==> src/rtl/i2s_sample_feeder_pkg.sv <==
// rtl/i2s_sample_feeder_pkg.sv - shared audio-camera defaults, output FSM encoding, sample helper
package i2s_sample_feeder_pkg;

  localparam int DEF_SAMPLE_BITS = 24;
  localparam int DEF_DECIM       = 48;
  localparam int DEF_HOLD_CYCLES = 31250;
  localparam int DEF_FIFO_DEPTH  = 8;

  typedef enum logic [1:0] {
    ST_IDLE  = 2'd0,
    ST_LOAD  = 2'd1,
    ST_OFFER = 2'd2,
    ST_HOLD  = 2'd3
  } feeder_state_t;

  // Magnitude of a signed 16-bit sample; -32768 has no positive twin, so it saturates.
  function automatic logic [15:0] abs16(input logic [15:0] x);
    if (x == 16'h8000) return 16'h7FFF;
    else if (x[15]) return ~x + 16'd1;
    else return x;
  endfunction

endpackage

==> src/rtl/i2s_sample_feeder_sync_fifo.sv <==
// rtl/i2s_sample_feeder_sync_fifo.sv - single-clock FIFO holding decimated sample magnitudes
module sync_fifo #(
  parameter int DEPTH = 8,
  parameter int WIDTH = 16
) (
  input  logic                     clk,
  input  logic                     rst,
  input  logic                     push,
  input  logic [WIDTH-1:0]         wdata,
  input  logic                     pop,
  output logic [WIDTH-1:0]         rdata,
  output logic                     full,
  output logic                     empty,
  output logic [$clog2(DEPTH):0]   count
);

  localparam int AW = $clog2(DEPTH);
  localparam int CW = AW + 1;

  logic [WIDTH-1:0] mem [DEPTH];
  logic [AW-1:0]    wr_ptr;
  logic [AW-1:0]    rd_ptr;
  logic             do_push;
  logic             do_pop;

  // A pop in the same cycle frees a slot, so a push while full still lands.
  assign do_pop  = pop & ~empty;
  assign do_push = push & (~full | do_pop);
  assign full    = (count == CW'(DEPTH));
  assign empty   = (count == '0);
  assign rdata   = mem[rd_ptr];

  always_ff @(posedge clk) begin
    if (do_push) mem[wr_ptr] <= wdata;
  end

  always_ff @(posedge clk) begin
    if (rst) begin
      wr_ptr <= '0;
      rd_ptr <= '0;
      count  <= '0;
    end else begin
      if (do_push) wr_ptr <= wr_ptr + 1'b1;
      if (do_pop)  rd_ptr <= rd_ptr + 1'b1;
      case ({do_push, do_pop})
        2'b10:   count <= count + 1'b1;
        2'b01:   count <= count - 1'b1;
        default: count <= count;
      endcase
    end
  end

endmodule

==> src/rtl/i2s_sample_feeder.sv <==
// rtl/i2s_sample_feeder.sv - I2S left-channel capture, decimation and UART sample offer
module i2s_sample_feeder
  import i2s_sample_feeder_pkg::*;
#(
  parameter int SAMPLE_BITS = DEF_SAMPLE_BITS,
  parameter int DECIM       = DEF_DECIM,
  parameter int HOLD_CYCLES = DEF_HOLD_CYCLES,
  parameter int FIFO_DEPTH  = DEF_FIFO_DEPTH
) (
  input  logic                          sys_clk,
  input  logic                          sys_rst,
  input  logic                          i2s_bclk,
  input  logic                          i2s_lrck,
  input  logic                          i2s_sdata,
  output logic [15:0]                   data,
  output logic                          uart_ena,
  input  logic                          uart_ready,
  output logic [$clog2(FIFO_DEPTH):0]   fifo_count,
  output logic                          overflow
);

  localparam int BW = $clog2(SAMPLE_BITS + 1);
  localparam int DW = $clog2(DECIM + 1);
  localparam int HW = $clog2(HOLD_CYCLES + 1);

  logic [1:0]             bclk_sync, lrck_sync, sdata_sync;
  logic                   bclk_prev, lrck_prev;
  logic                   bclk_rise, lrck_change;
  logic                   slot_valid, slot_left, skipped;
  logic [BW-1:0]          bit_cnt;
  logic [SAMPLE_BITS-2:0] shift;
  logic [SAMPLE_BITS-1:0] shift_next;
  logic                   word_done;
  logic [DW-1:0]          dec_cnt;
  logic                   push;
  logic [15:0]            push_data;
  logic                   pop;
  logic [15:0]            fifo_head;
  logic                   fifo_full, fifo_empty;
  feeder_state_t          state;
  logic [HW-1:0]          hold_cnt;

  assign bclk_rise   = bclk_sync[1] & ~bclk_prev;
  assign lrck_change = lrck_sync[1] ^ lrck_prev;
  assign shift_next  = {shift, sdata_sync[1]};
  assign word_done   = bclk_rise & ~lrck_change & slot_valid & slot_left & skipped
                     & (bit_cnt == BW'(SAMPLE_BITS - 1));
  assign pop         = (state == ST_LOAD);

  // No slot is trusted until an lrck transition has been seen, so a reset
  // released mid-word never yields a partial word.
  always_ff @(posedge sys_clk) begin
    if (sys_rst) begin
      bclk_sync  <= '0;
      lrck_sync  <= '0;
      sdata_sync <= '0;
      bclk_prev  <= 1'b0;
      lrck_prev  <= 1'b0;
      slot_valid <= 1'b0;
      slot_left  <= 1'b0;
      skipped    <= 1'b0;
      bit_cnt    <= '0;
      shift      <= '0;
      dec_cnt    <= '0;
      push       <= 1'b0;
      push_data  <= '0;
    end else begin
      bclk_sync  <= {bclk_sync[0], i2s_bclk};
      lrck_sync  <= {lrck_sync[0], i2s_lrck};
      sdata_sync <= {sdata_sync[0], i2s_sdata};
      bclk_prev  <= bclk_sync[1];
      lrck_prev  <= lrck_sync[1];
      push       <= 1'b0;
      if (lrck_change) begin
        slot_valid <= 1'b1;
        slot_left  <= ~lrck_sync[1];
        skipped    <= 1'b0;
        bit_cnt    <= '0;
      end else if (bclk_rise && slot_valid) begin
        if (!skipped) begin
          skipped <= 1'b1;
        end else if (bit_cnt < BW'(SAMPLE_BITS)) begin
          shift   <= shift_next[SAMPLE_BITS-2:0];
          bit_cnt <= bit_cnt + 1'b1;
        end
      end
      if (word_done) begin
        push      <= (dec_cnt == '0);
        push_data <= abs16(shift_next[SAMPLE_BITS-1 -: 16]);
        dec_cnt   <= (dec_cnt == DW'(DECIM - 1)) ? '0 : dec_cnt + 1'b1;
      end
    end
  end

  sync_fifo #(
    .DEPTH (FIFO_DEPTH),
    .WIDTH (16)
  ) u_fifo (
    .clk   (sys_clk),
    .rst   (sys_rst),
    .push  (push),
    .wdata (push_data),
    .pop   (pop),
    .rdata (fifo_head),
    .full  (fifo_full),
    .empty (fifo_empty),
    .count (fifo_count)
  );

  always_ff @(posedge sys_clk) begin
    if (sys_rst)                             overflow <= 1'b0;
    else if (push && fifo_full && !pop)      overflow <= 1'b1;
  end

  always_ff @(posedge sys_clk) begin
    if (sys_rst) begin
      state    <= ST_IDLE;
      data     <= '0;
      uart_ena <= 1'b0;
      hold_cnt <= '0;
    end else begin
      case (state)
        ST_IDLE: begin
          if (!fifo_empty) state <= ST_LOAD;
        end
        ST_LOAD: begin
          data     <= fifo_head;
          uart_ena <= 1'b1;
          state    <= ST_OFFER;
        end
        ST_OFFER: begin
          if (uart_ready) begin
            uart_ena <= 1'b0;
            hold_cnt <= '0;
            state    <= ST_HOLD;
          end
        end
        ST_HOLD: begin
          if (hold_cnt == HW'(HOLD_CYCLES - 1)) state <= ST_IDLE;
          else                                  hold_cnt <= hold_cnt + 1'b1;
        end
        default: state <= ST_IDLE;
      endcase
    end
  end

endmodule
==> config.mk <==
export PLATFORM = sky130hd
export DESIGN_NAME = i2s_sample_feeder
export DESIGN_NICKNAME = d
export VERILOG_FILES = /design/src/rtl/i2s_sample_feeder_pkg.sv /design/src/rtl/i2s_sample_feeder_sync_fifo.sv /design/src/rtl/i2s_sample_feeder.sv
export SDC_FILE = /design/constraint.sdc
export NUM_CORES = 1
export LEC_CHECK = 0
export CORE_ASPECT_RATIO = 0.75
export CORE_MARGIN = 1
export CORE_UTILIZATION = 55
export CTS_CLUSTER_DIAMETER = 60
export DETAILED_ROUTE_END_ITERATION = 8
export PLACE_DENSITY = 0.72
export SYNTH_ARGS = -nofsm -noshare
export SYNTH_HDL_FRONTEND = slang
export SYNTH_SLANG_ARGS = --single-unit
==> constraint.sdc <==
create_clock -name sys_clk -period 4.17 [get_ports sys_clk]
set_input_delay 0.417 -clock sys_clk [delete_from_list [all_inputs] [get_ports sys_clk]]
set_output_delay 0.417 -clock sys_clk [all_outputs]
set_load 0.005 [all_outputs]
; ---- Word level (Yosys, flattened, before mapping)
; Memories as Yosys holds them, arrays and structs flattened. A register that Yosys moved wholly into a read port is not among the register bits.
; Cells that the tools add are included.
[word_totals]
ff_bits = 91
latchBits = 0
mem_bits_rw = 128
romBits = 0
output_inout_bits = 22
word_cells = 93
mem_count = 1
[memory_table]
columns = name, words, width, read_ports, rd_clocked_by_memory_dff, wr, line
row1 = u_fifo.mem, 8, 16, 1, 1, 1, i2s_sample_feeder_sync_fifo.sv:20  ; logic [WIDTH-1:0] mem [DEPTH];
[op_classes]
addsub = 8
mul = 0
div_mod_pow = 0
n_lt_le_gt_ge = 1
n_eq_ne = 14
n_shift = 0
n_mux = 15
bitwise_logic = 17
n_reduce_logical = 17
[op_table]
columns = op, n
row1 = 2-to-1 mux 16 bit, 2
row2 = 2-to-1 mux 15 bit, 2
row3 = case mux 15 bit (2 select lines), 1
row4 = adder 16 x 1 -> 16 bit (second input constant), 1
row5 = equality test 16 bit (second input constant), 1
row6 = NOT 16 bit, 1
row7 = adder 15 x 1 -> 15 bit (second input constant), 1
row8 = equality test 15 bit (second input constant), 1
row9 = AND reduction 3 bit, 3
row10 = bitwise AND 1 bit, 8
row11 = != test 2 bit (second input constant), 4
row12 = case mux 2 bit (4 select lines), 1
row13 = case mux 4 bit (2 select lines), 1
row14 = adder 3 x 1 -> 3 bit (second input constant), 2
row15 = adder 6 x 1 -> 6 bit (second input constant), 1
row16 = equality test 2 bit (second input constant), 3
row17 = equality test 6 bit (second input constant), 1
row18 = zero test 6 bit, 1
row19 = 2-to-1 mux 2 bit, 3
row20 = 2-to-1 mux 6 bit, 1
row21 = NOT 1 bit, 6
row22 = nonzero test 2 bit, 3
row23 = adder 5 x 1 -> 5 bit (second input constant), 1
row24 = equality test 5 bit (second input constant), 1
row25 = 16 further kinds, 22

; ---- Longest topological paths before layout
; Gate-level depths: netlist of run 1.
[depth]
word_depth = 9
depth_mapped = 10
ltp_nobuf = 9

; ---- Modules after synthesis
; Synthesis of run 1 repeated with hierarchy kept, for this count alone.
[hier_totals]
hier_cells = 713
area_unflattened_um2 = 9764.4
[by_module_without_submodules]
columns = module, instances, cells_each, area_each_um2, seq_area_each_um2
row1 = sync_fifo, 1, 271, 5662.9, 4103.9
row2 = i2s_sample_feeder, 1, 442, 4101.4, 1941.9

; ---- Worst setup path before layout of run 1
; Ideal clock, no wire load.
[synth_timing]
kind = flip-flop to flip-flop
startpoint = reg state[1]
endpoint = mem u_fifo.mem[0][0] (enable)
setup_time_ns = 0.409
arrival_time_ns = 2.603
setup_slack_ns = 1.158
path_stages_with_launch = 8
period_less_slack_ns = 3.012
cell_sequence = dfxtp_1 inv_1 ha_1 clkbuf_1 nand2b_1 o21ai_1 or2_2 nor3_1
[synth_between]
elab_chain_cells = 6
[synth_lines]
columns = item, line
row1 = from (decl), i2s_sample_feeder.sv:40  ; feeder_state_t state;
row2 = from (signal assigned), i2s_sample_feeder.sv:117  ; state <= ST_IDLE;
row3 = from (signal assigned), i2s_sample_feeder.sv:124  ; if (!fifo_empty) state <= ST_LOAD;
row4 = from (signal assigned), i2s_sample_feeder.sv:129  ; state <= ST_OFFER;
row5 = equality test 2 x 1 -> 1 bit, i2s_sample_feeder.sv:48  ; assign pop = (state == ST_LOAD);
row6 = bitwise AND 1 bit, i2s_sample_feeder_sync_fifo.sv:27  ; assign do_pop = pop & ~empty;
row7 = bitwise OR 1 bit, i2s_sample_feeder_sync_fifo.sv:28  ; assign do_push = push & (~full | do_pop);
row8 = bitwise AND 1 bit, i2s_sample_feeder_sync_fifo.sv:28
row9 = 2-to-1 mux 1 bit, i2s_sample_feeder_sync_fifo.sv:34  ; if (do_push) mem[wr_ptr] <= wdata;
row10 = 2-to-1 mux 1 bit (not written as such), i2s_sample_feeder_sync_fifo.sv:34
row11 = to (decl), i2s_sample_feeder_sync_fifo.sv:20
; No other way between the ends.

; ---- Worst setup path in the final report of run 1
[layout_timing]
startpoint = reg state[1]
endpoint = mem u_fifo.mem[0][10] (enable)
; The elaborated chain is that of the path after synthesis.

==> summary.txt, run 1 <==
CTS Buffer Depth: 3
RR Startpoint: state[1]
largest net degree at the start of global routing: 87
Internal: 3.81 mW
Core Area: 16900 um2
die height: 116 um
R2R Path End: u_fifo.mem[0][10]
number of synthesized register bits: 235
maxcap violations: 0
Leakage: 3.73 nW
nets: 747
setup violators final: 0
skew final: 0.0152 ns
count of flip-flops with a built-in enable after synthesis: 128
Slowest-stage cell, CP: buf_4
Starting DRT DRC Count: 362
final core utilization: 0.635
Net Count, Synth: 720
critical-path cell list: inv_1 > ha_1 > buf_4 > nand2b_1 > o21ai_1 > or2_2 > nor3_2 > buf_4
diodes inserted: 0
Clock power frac: 0.395
wl on met1: 8320 um
count of final hold-check violations: 0
Avg Cell Area, Syn: 13.6 um2
commonest non-fill, non-tap cell in the layout: edfxtp_1
Sequential Power Share: 0.520
HP Class: in2reg
Setup crit start kind: flop
minimum clock period: 2.57 ns
average routed wire per standard cell: 18.5 um
Logic pwr share: 0.085
ys async rst share: 0
critical path data arrival time: 2.76 ns
Die ar.: 17900 um2
synth unique cells: 63
DRC: 0
Post-Synthesis Cell Area: 9540 um2
layout cells sized above 1: 0.143
f_max: 389 MHz
Reg2Reg Setup Slack: 1.60 ns
via/cell ratio: 5.92
area of the multi-input gates: 3320 um2
synth warn: 0
H-tree depth: 1
CP Capture Type: flop
CTS Buf Count: 23
worst rel slew slack: 0.354
First-pass DRT Iterations: 4
DRT antenna net count: 0
CP Launch Point: state[1]
metal3 WL: 743 um
Peak VDD IR: 0.261 mV
power per standard cell area: 458 nW/um2
number of global-route vias before repair: 5552
Slew @ Worst Pin: 0.968 ns
main flop type after synthesis: edfxtp_1
Worst-Skew Late Latency: 0.52 ns
worst reg2reg path depth: 8
postcts setup bufs: 0
Worst-path clk slew: 0.06 ns
CP endpoint: u_fifo.mem[0][10]
CTS tree: done
switching power: 1.10 mW
final worst-path cycle share: 0.616
grt ovf: 0
Die Wd: 154 um
num rows: 41
via count: 5673
Initial Utilization: 0.565
initial antenna violation count: 0
WS Path Type: reg2reg
post-synthesis sequential area ratio: 0.628
FILL cells: 1235
CP max FO: 36
IO Port Bufs: 27
Area Growth Syn to Fin: 12.5%
CTS resizes: 0
Cells after Synth: 700
CTS Sinks: 235
Worst path max stage delay: 0.40 ns
first-pass GRT wire length: 28800 um
max-slew violation count: 0
top layer in use: met4
hold_buf cts: 0
FF/Latch Area: 5990 um2
root buffer cell: clkbuf_16
routed wire length: 17700 um
setup tns final: 0 ns
Net Sw Frac: 0.224
met2 WL: 8270 um
commonest cells after routing, fill and taps aside: edfxtp_1 (128), dfxtp_1 (105), nor2_1 (89)
RSZ-0062 raised after global routing: no
Detail Placement HPWL: 11000 um
most used cell, CP: buf_4
io pins: 28
gr usage total: 0.206
CP required: 4.36 ns
run status: finished, final reports clean
Final Wtd Congestion: 0.798
==> worst min path at each step <==
stage / slack (ns) / end / startpoint / depth (start not counted)
global route: 0.43 / hold_cnt[1] / sys_rst / 4
global placement: 0.42 / bclk_sync[1] / bclk_sync[0] / 1
finish: 0.39 / hold_cnt[1] / sys_rst / 4
detailed placement: 0.43 / sdata_sync[1] / sdata_sync[0] / 1
floorplan: 0.41 / bclk_sync[1] / bclk_sync[0] / 1
CTS: 0.39 / hold_cnt[1] / sys_rst / 4
==> power by group through the flow <==
stage	Clock, mW	Combinational [mW]	Sequential (mW)
finish	1.94	0.418	2.55
global route	2.06	0.467	2.56
CTS	1.98	0.419	2.55
detailed placement	0	0.418	2.60
global placement	0	0.405	2.60
floorplan	0	0.207	2.60
==> critical path, delay by kind of cell (launching register included) <==
kind                       cells  cell delay, ns
and+or+nand+nor                3            0.77
adders and majority gates      1            0.19
buffers and inverters          3            0.83
DFF                            1            0.33
AOI/OAI and AO/OA              1            0.13
==> layer usage <==
metal  vias to the layer above  GRT usage
li1                       2686          -
met1                      2850      0.288
met2                       109      0.341
met3                        28     0.0310
met4                         0     0.0533
met5                         -          0
==> state kept, by name, indices dropped and copies added (netlist names), 2 cells and up <==
signal,count
sdata_sync,2
hold_cnt,15
u_fifo.mem,128
shift,23
push_data,16
bit_cnt,5
dec_cnt,6
u_fifo.count,4
data,16
lrck_sync,2
u_fifo.rd_ptr,3
bclk_sync,2
u_fifo.wr_ptr,3
state,2
==> layout make-up <==
type / instances / area share
tap: 215 / 0.0251
clock buffer: 30 / 0.0561
timing repair buffer: 42 / 0.0352
inverter: 16 / 0.00560
multi-input combinational: 409 / 0.310
sequential: 235 / 0.558
clock inverter: 11 / 0.00945
==> synthesized netlist by cell type, types with 3 or more instances <==
cell | instances | area (um2)
and2_1 | 3 | 18.8
nand4_1 | 11 | 68.8
o31ai_1 | 7 | 52.6
a21oi_1 | 19 | 95.1
xnor2_1 | 3 | 26.3
nand2b_1 | 3 | 18.8
mux2i_1 | 48 | 480
a31oi_1 | 3 | 18.8
ha_1 | 14 | 175
mux4_2 | 32 | 721
nand3_1 | 12 | 60.1
edfxtp_1 | 128 | 3840
nor2_1 | 89 | 334
or4_1 | 3 | 22.5
buf_2 | 11 | 55.1
dfxtp_1 | 107 | 2140
a211oi_1 | 21 | 158
inv_1 | 16 | 60.1
nor2b_1 | 11 | 68.8
clkbuf_1 | 24 | 90.1
buf_1 | 3 | 11.3
a211oi_2 | 10 | 125
or3_1 | 8 | 50.1
nor3_1 | 5 | 25.0
nand2_1 | 25 | 93.8
xor2_1 | 22 | 193
o21ai_0 | 13 | 65.1
==> logic make-up (layout without fill, tap and decap cells) <==
| logic type | after synthesis | count (layout) | synth area share |
|---|---|---|---|
| AO/OA/AOI/OAI | 94 | 94 | 0.0758 |
| XOR/XNOR | 25 | 25 | 0.0230 |
| AND/OR/NAND/NOR | 192 | 192 | 0.0997 |
| multiplexers | 84 | 84 | 0.131 |
| adder cells (fa/ha/maj) | 14 | 14 | 0.0184 |
| buffers and inverters | 56 | 99 | 0.0247 |
| flip-flops | 235 | 235 | 0.628 |
==> per-stage QoR <==
step           power, mW  worst slack (ns)  instances  cell area [um2]  hold slack, ns
3_3_place_gp        3.00              1.75        917            10000           0.419
6_report            4.91              1.60        958            10700           0.394
4_1_cts             4.95              1.60        958            10700           0.391
2_1_floorplan       2.80              1.16        700             9540           0.414
5_1_grt             5.09              1.43        958            10700           0.429
3_5_place_dp        3.02              1.64        917            10000           0.425
Note: power is estimated with default switching activity, not from simulation.
==> run 2: changes to the inputs <==
--- a/config.mk
+++ b/config.mk
@@ -10,7 +10,7 @@
 export CORE_UTILIZATION = 55
 export CTS_CLUSTER_DIAMETER = 60
 export DETAILED_ROUTE_END_ITERATION = 8
-export PLACE_DENSITY = 0.72
+export PLACE_DENSITY = 0.75
 export SYNTH_ARGS = -nofsm -noshare
 export SYNTH_HDL_FRONTEND = slang
 export SYNTH_SLANG_ARGS = --single-unit
==> constraint.sdc (replaced) <==
create_clock -name sys_clk -period 2.2 [get_ports sys_clk]
set_input_delay 0.22 -clock sys_clk [delete_from_list [all_inputs] [get_ports sys_clk]]
set_output_delay 0.22 -clock sys_clk [all_outputs]
set_load 0.005 [all_outputs]
==> run 2 against run 1 <==
Effect of this change:
- first-iteration DRC count grew 29%
- clock power grew 100%
- power grew 97%
- clock skew grew 0.0020 ns
- fmax grew 18%
- wire length grew 2.5%
- non-clock buffer count grew 19
- core utilization grew 2.0 points
- cell count grew 2.0%
==> summary.txt, run 2 (synthesized netlist as in run 1, its figures left out) <==
run status: finished, final reports clean
CTS Sinks: 235 (unchanged)
Peak VDD IR: 0.615 mV (+140%)
CP required: 2.59 ns (-1.77 ns)
Final Power: 9.66 mW (+97%)
Initial Utilization: 0.565 (unchanged)
FF/Latch Area: 5990 um2 (about the same)
final worst-path cycle share: 0.988 (+0.373)
Biggest register: u_fifo.mem
grt ovf: 0 (unchanged)
delay-heaviest family, CP: adder cells
number of global-route vias before repair: 5622 (+1.3%)
WS Path Type: reg2reg
H-tree depth: 1 (unchanged)
Hold Startpoint: sys_rst
io pins: 28 (unchanged)
average routed wire per standard cell: 18.6 um (+0.53%)
CTS Buf Count: 23 (unchanged)
CTS tree: done
Area Growth Syn to Fin: 15.9%
RR Startpoint: state[1]
setup violators final: 0 (unchanged)
largest net degree at the start of global routing: 49 (-44%)
Worst-Skew Late Latency: 0.50 ns (-0.02 ns)
DRC: 0 (unchanged)
CP max FO: 18 (-50%)
num rows: 41 (unchanged)
Leakage: 3.86 nW (+3.5%)
worst rel slew slack: 0.611 (+0.257)
hold_buf cts: 0 (unchanged)
minimum clock period: 2.17 ns (-0.393 ns)
CTS Buffer Depth: 3 (unchanged)
Worst path max stage delay: 0.36 ns (-0.04 ns)
skew final: 0.0172 ns (+0.00204 ns)
Core Area: 16900 um2 (unchanged)
CP Capture Type: flop
Worst-path clk slew: 0.07 ns (about the same)
Final Wtd Congestion: 0.780 (-2.3%)
critical path data arrival time: 2.56 ns (-0.20 ns)
Detail Placement HPWL: 11400 um (+3.6%)
via count: 5731 (+1.0%)
first-pass GRT wire length: 28800 um (+0.26%)
die height: 116 um (unchanged)
commonest cells after routing, fill and taps aside: edfxtp_1 (128), dfxtp_1 (106), nor2_1 (85)
power per standard cell area: 874 nW/um2 (+91%)
diodes inserted: 0 (unchanged)
routed wire length: 18200 um (+2.5%)
max reg flops: 128 (unchanged)
Starting DRT DRC Count: 467 (+29%)
fin cells: 977 (+2.0%)
maxcap violations: 0 (unchanged)
initial antenna violation count: 0 (unchanged)
Setup crit start kind: flop
layout cells sized above 1: 0.176 (+0.0332)
DRT antenna net count: 0 (unchanged)
Post-Place Setup Slack: -0.172 ns (-1.81 ns)
Final Cell Area: 11100 um2 (+3.1%)
Slowest-stage cell, CP: mux2_1
Cells after DPL: 935 (+2.0%)
First-pass DRT Iterations: 5 (+1)
area post-placement: 10200 um2 (+1.9%)
CP Launch Point: state[1]
via/cell ratio: 5.87 (-0.94%)
nets: 766 (+2.5%)
gr usage total: 0.207 (+0.000564)
biggest regs: u_fifo.mem: 128 flops, shift: 23 flops
root buffer cell: clkbuf_16
Die Wd: 154 um (unchanged)
IO Port Bufs: 27 (unchanged)
HP Class: in2reg
WHS: 0.186 ns (-0.208 ns)
FILL cells: 1144 (-7.4%)
f_max: 460 MHz (+18%)
Slew @ Worst Pin: 0.583 ns (-0.385 ns)
Buf+Inv Stages, Crit Path: 2 (-1)
count of final hold-check violations: 0 (unchanged)
max-slew violation count: 0 (unchanged)
Die ar.: 17900 um2 (unchanged)
critical-path cell list: inv_1 > ha_4 > buf_12 > o41ai_2 > nor2_2 > xor2_1 > ha_1 > nor2_1 > a32oi_1 > mux2_1
commonest non-fill, non-tap cell in the layout: edfxtp_1
final setup margin: 0.0254 ns (-1.58 ns)
RSZ-0062 raised after global routing: yes
area of the multi-input gates: 3390 um2 (+1.9%)
run 2: changes by cell type in the layout (fill, tap and decap cells not counted), moves of 2 or more:
cell / delta
nor2_1: -4
buf_12: +4
bufinv_16: +2
buf_4: +14
clkinv_2: -2
clkbuf_1: -4
clkinvlp_4: +2
clkinv_4: +2
clkbuf_8: +2
nor2_4: +3
run 2: repair_timing:
item,4_1_cts,5_1_grt
cloned,0,1
pin swaps,0,0
endpoints found under the setup margin,32,2
setup buffers,0,0
resized for setup,5,6
hold endpoints to repair,0,0
run 2: final cells by class:
cell class | instances | area share
clock buffer | 28 | 0.0556
tap | 215 | 0.0243
clock inverter | 13 | 0.0134
timing repair buffer | 61 | 0.0532
sequential | 235 | 0.542
inverter | 16 | 0.00543
multi-input combinational | 409 | 0.306
run 2: power by group:
part           switching (mW)  internal, mW  leakage, nW  total (mW)
Sequential             0.0844          4.74         2.05        4.82
Clock                    1.58          2.34        0.366        3.91
Combinational           0.412         0.509         1.44       0.921
Total                    2.07          7.59         3.86        9.66
run 2: worst paths after layout:
| kind | slack (ns) | depth (start not counted) | endpoint |
|---|---|---|---|
| worst min-delay path | 0.19 | 3 | slot_left |
| worst max-delay path | 0.03 | 10 | u_fifo.count[2] |
| worst min register to register | 0.43 | 1 | lrck_sync[1] |
| worst max register to register | 0.03 | 10 | u_fifo.count[2] |
run 2: per-layer routing:
layer	GRT usage	vias up	share of wire
li1	-	2716	-
met1	0.279	2850	0.45
met2	0.351	133	0.48
met3	0.0322	32	0.044
met4	0.0587	0	0.022
met5	0	-	0
run 2: through the flow:
stage | util | setup TNS [ns]
4_1_cts | 0.652 | -0.0857
6_report | 0.655 | 0
3_3_place_gp | 0.605 | 0
5_1_grt | 0.655 | -0.0788
2_1_floorplan | - | 0
3_5_place_dp | 0.605 | -0.289
run 2: worst reg2reg max path: stages (launching register included):
cell	delay, ns
dfxtp_1	0.31
inv_1	0.10
ha_4	0.20
buf_12	0.17
o41ai_2	0.11
nor2_2	0.17
xor2_1	0.19
ha_1	0.21
nor2_1	0.06
a32oi_1	0.19
mux2_1	0.36
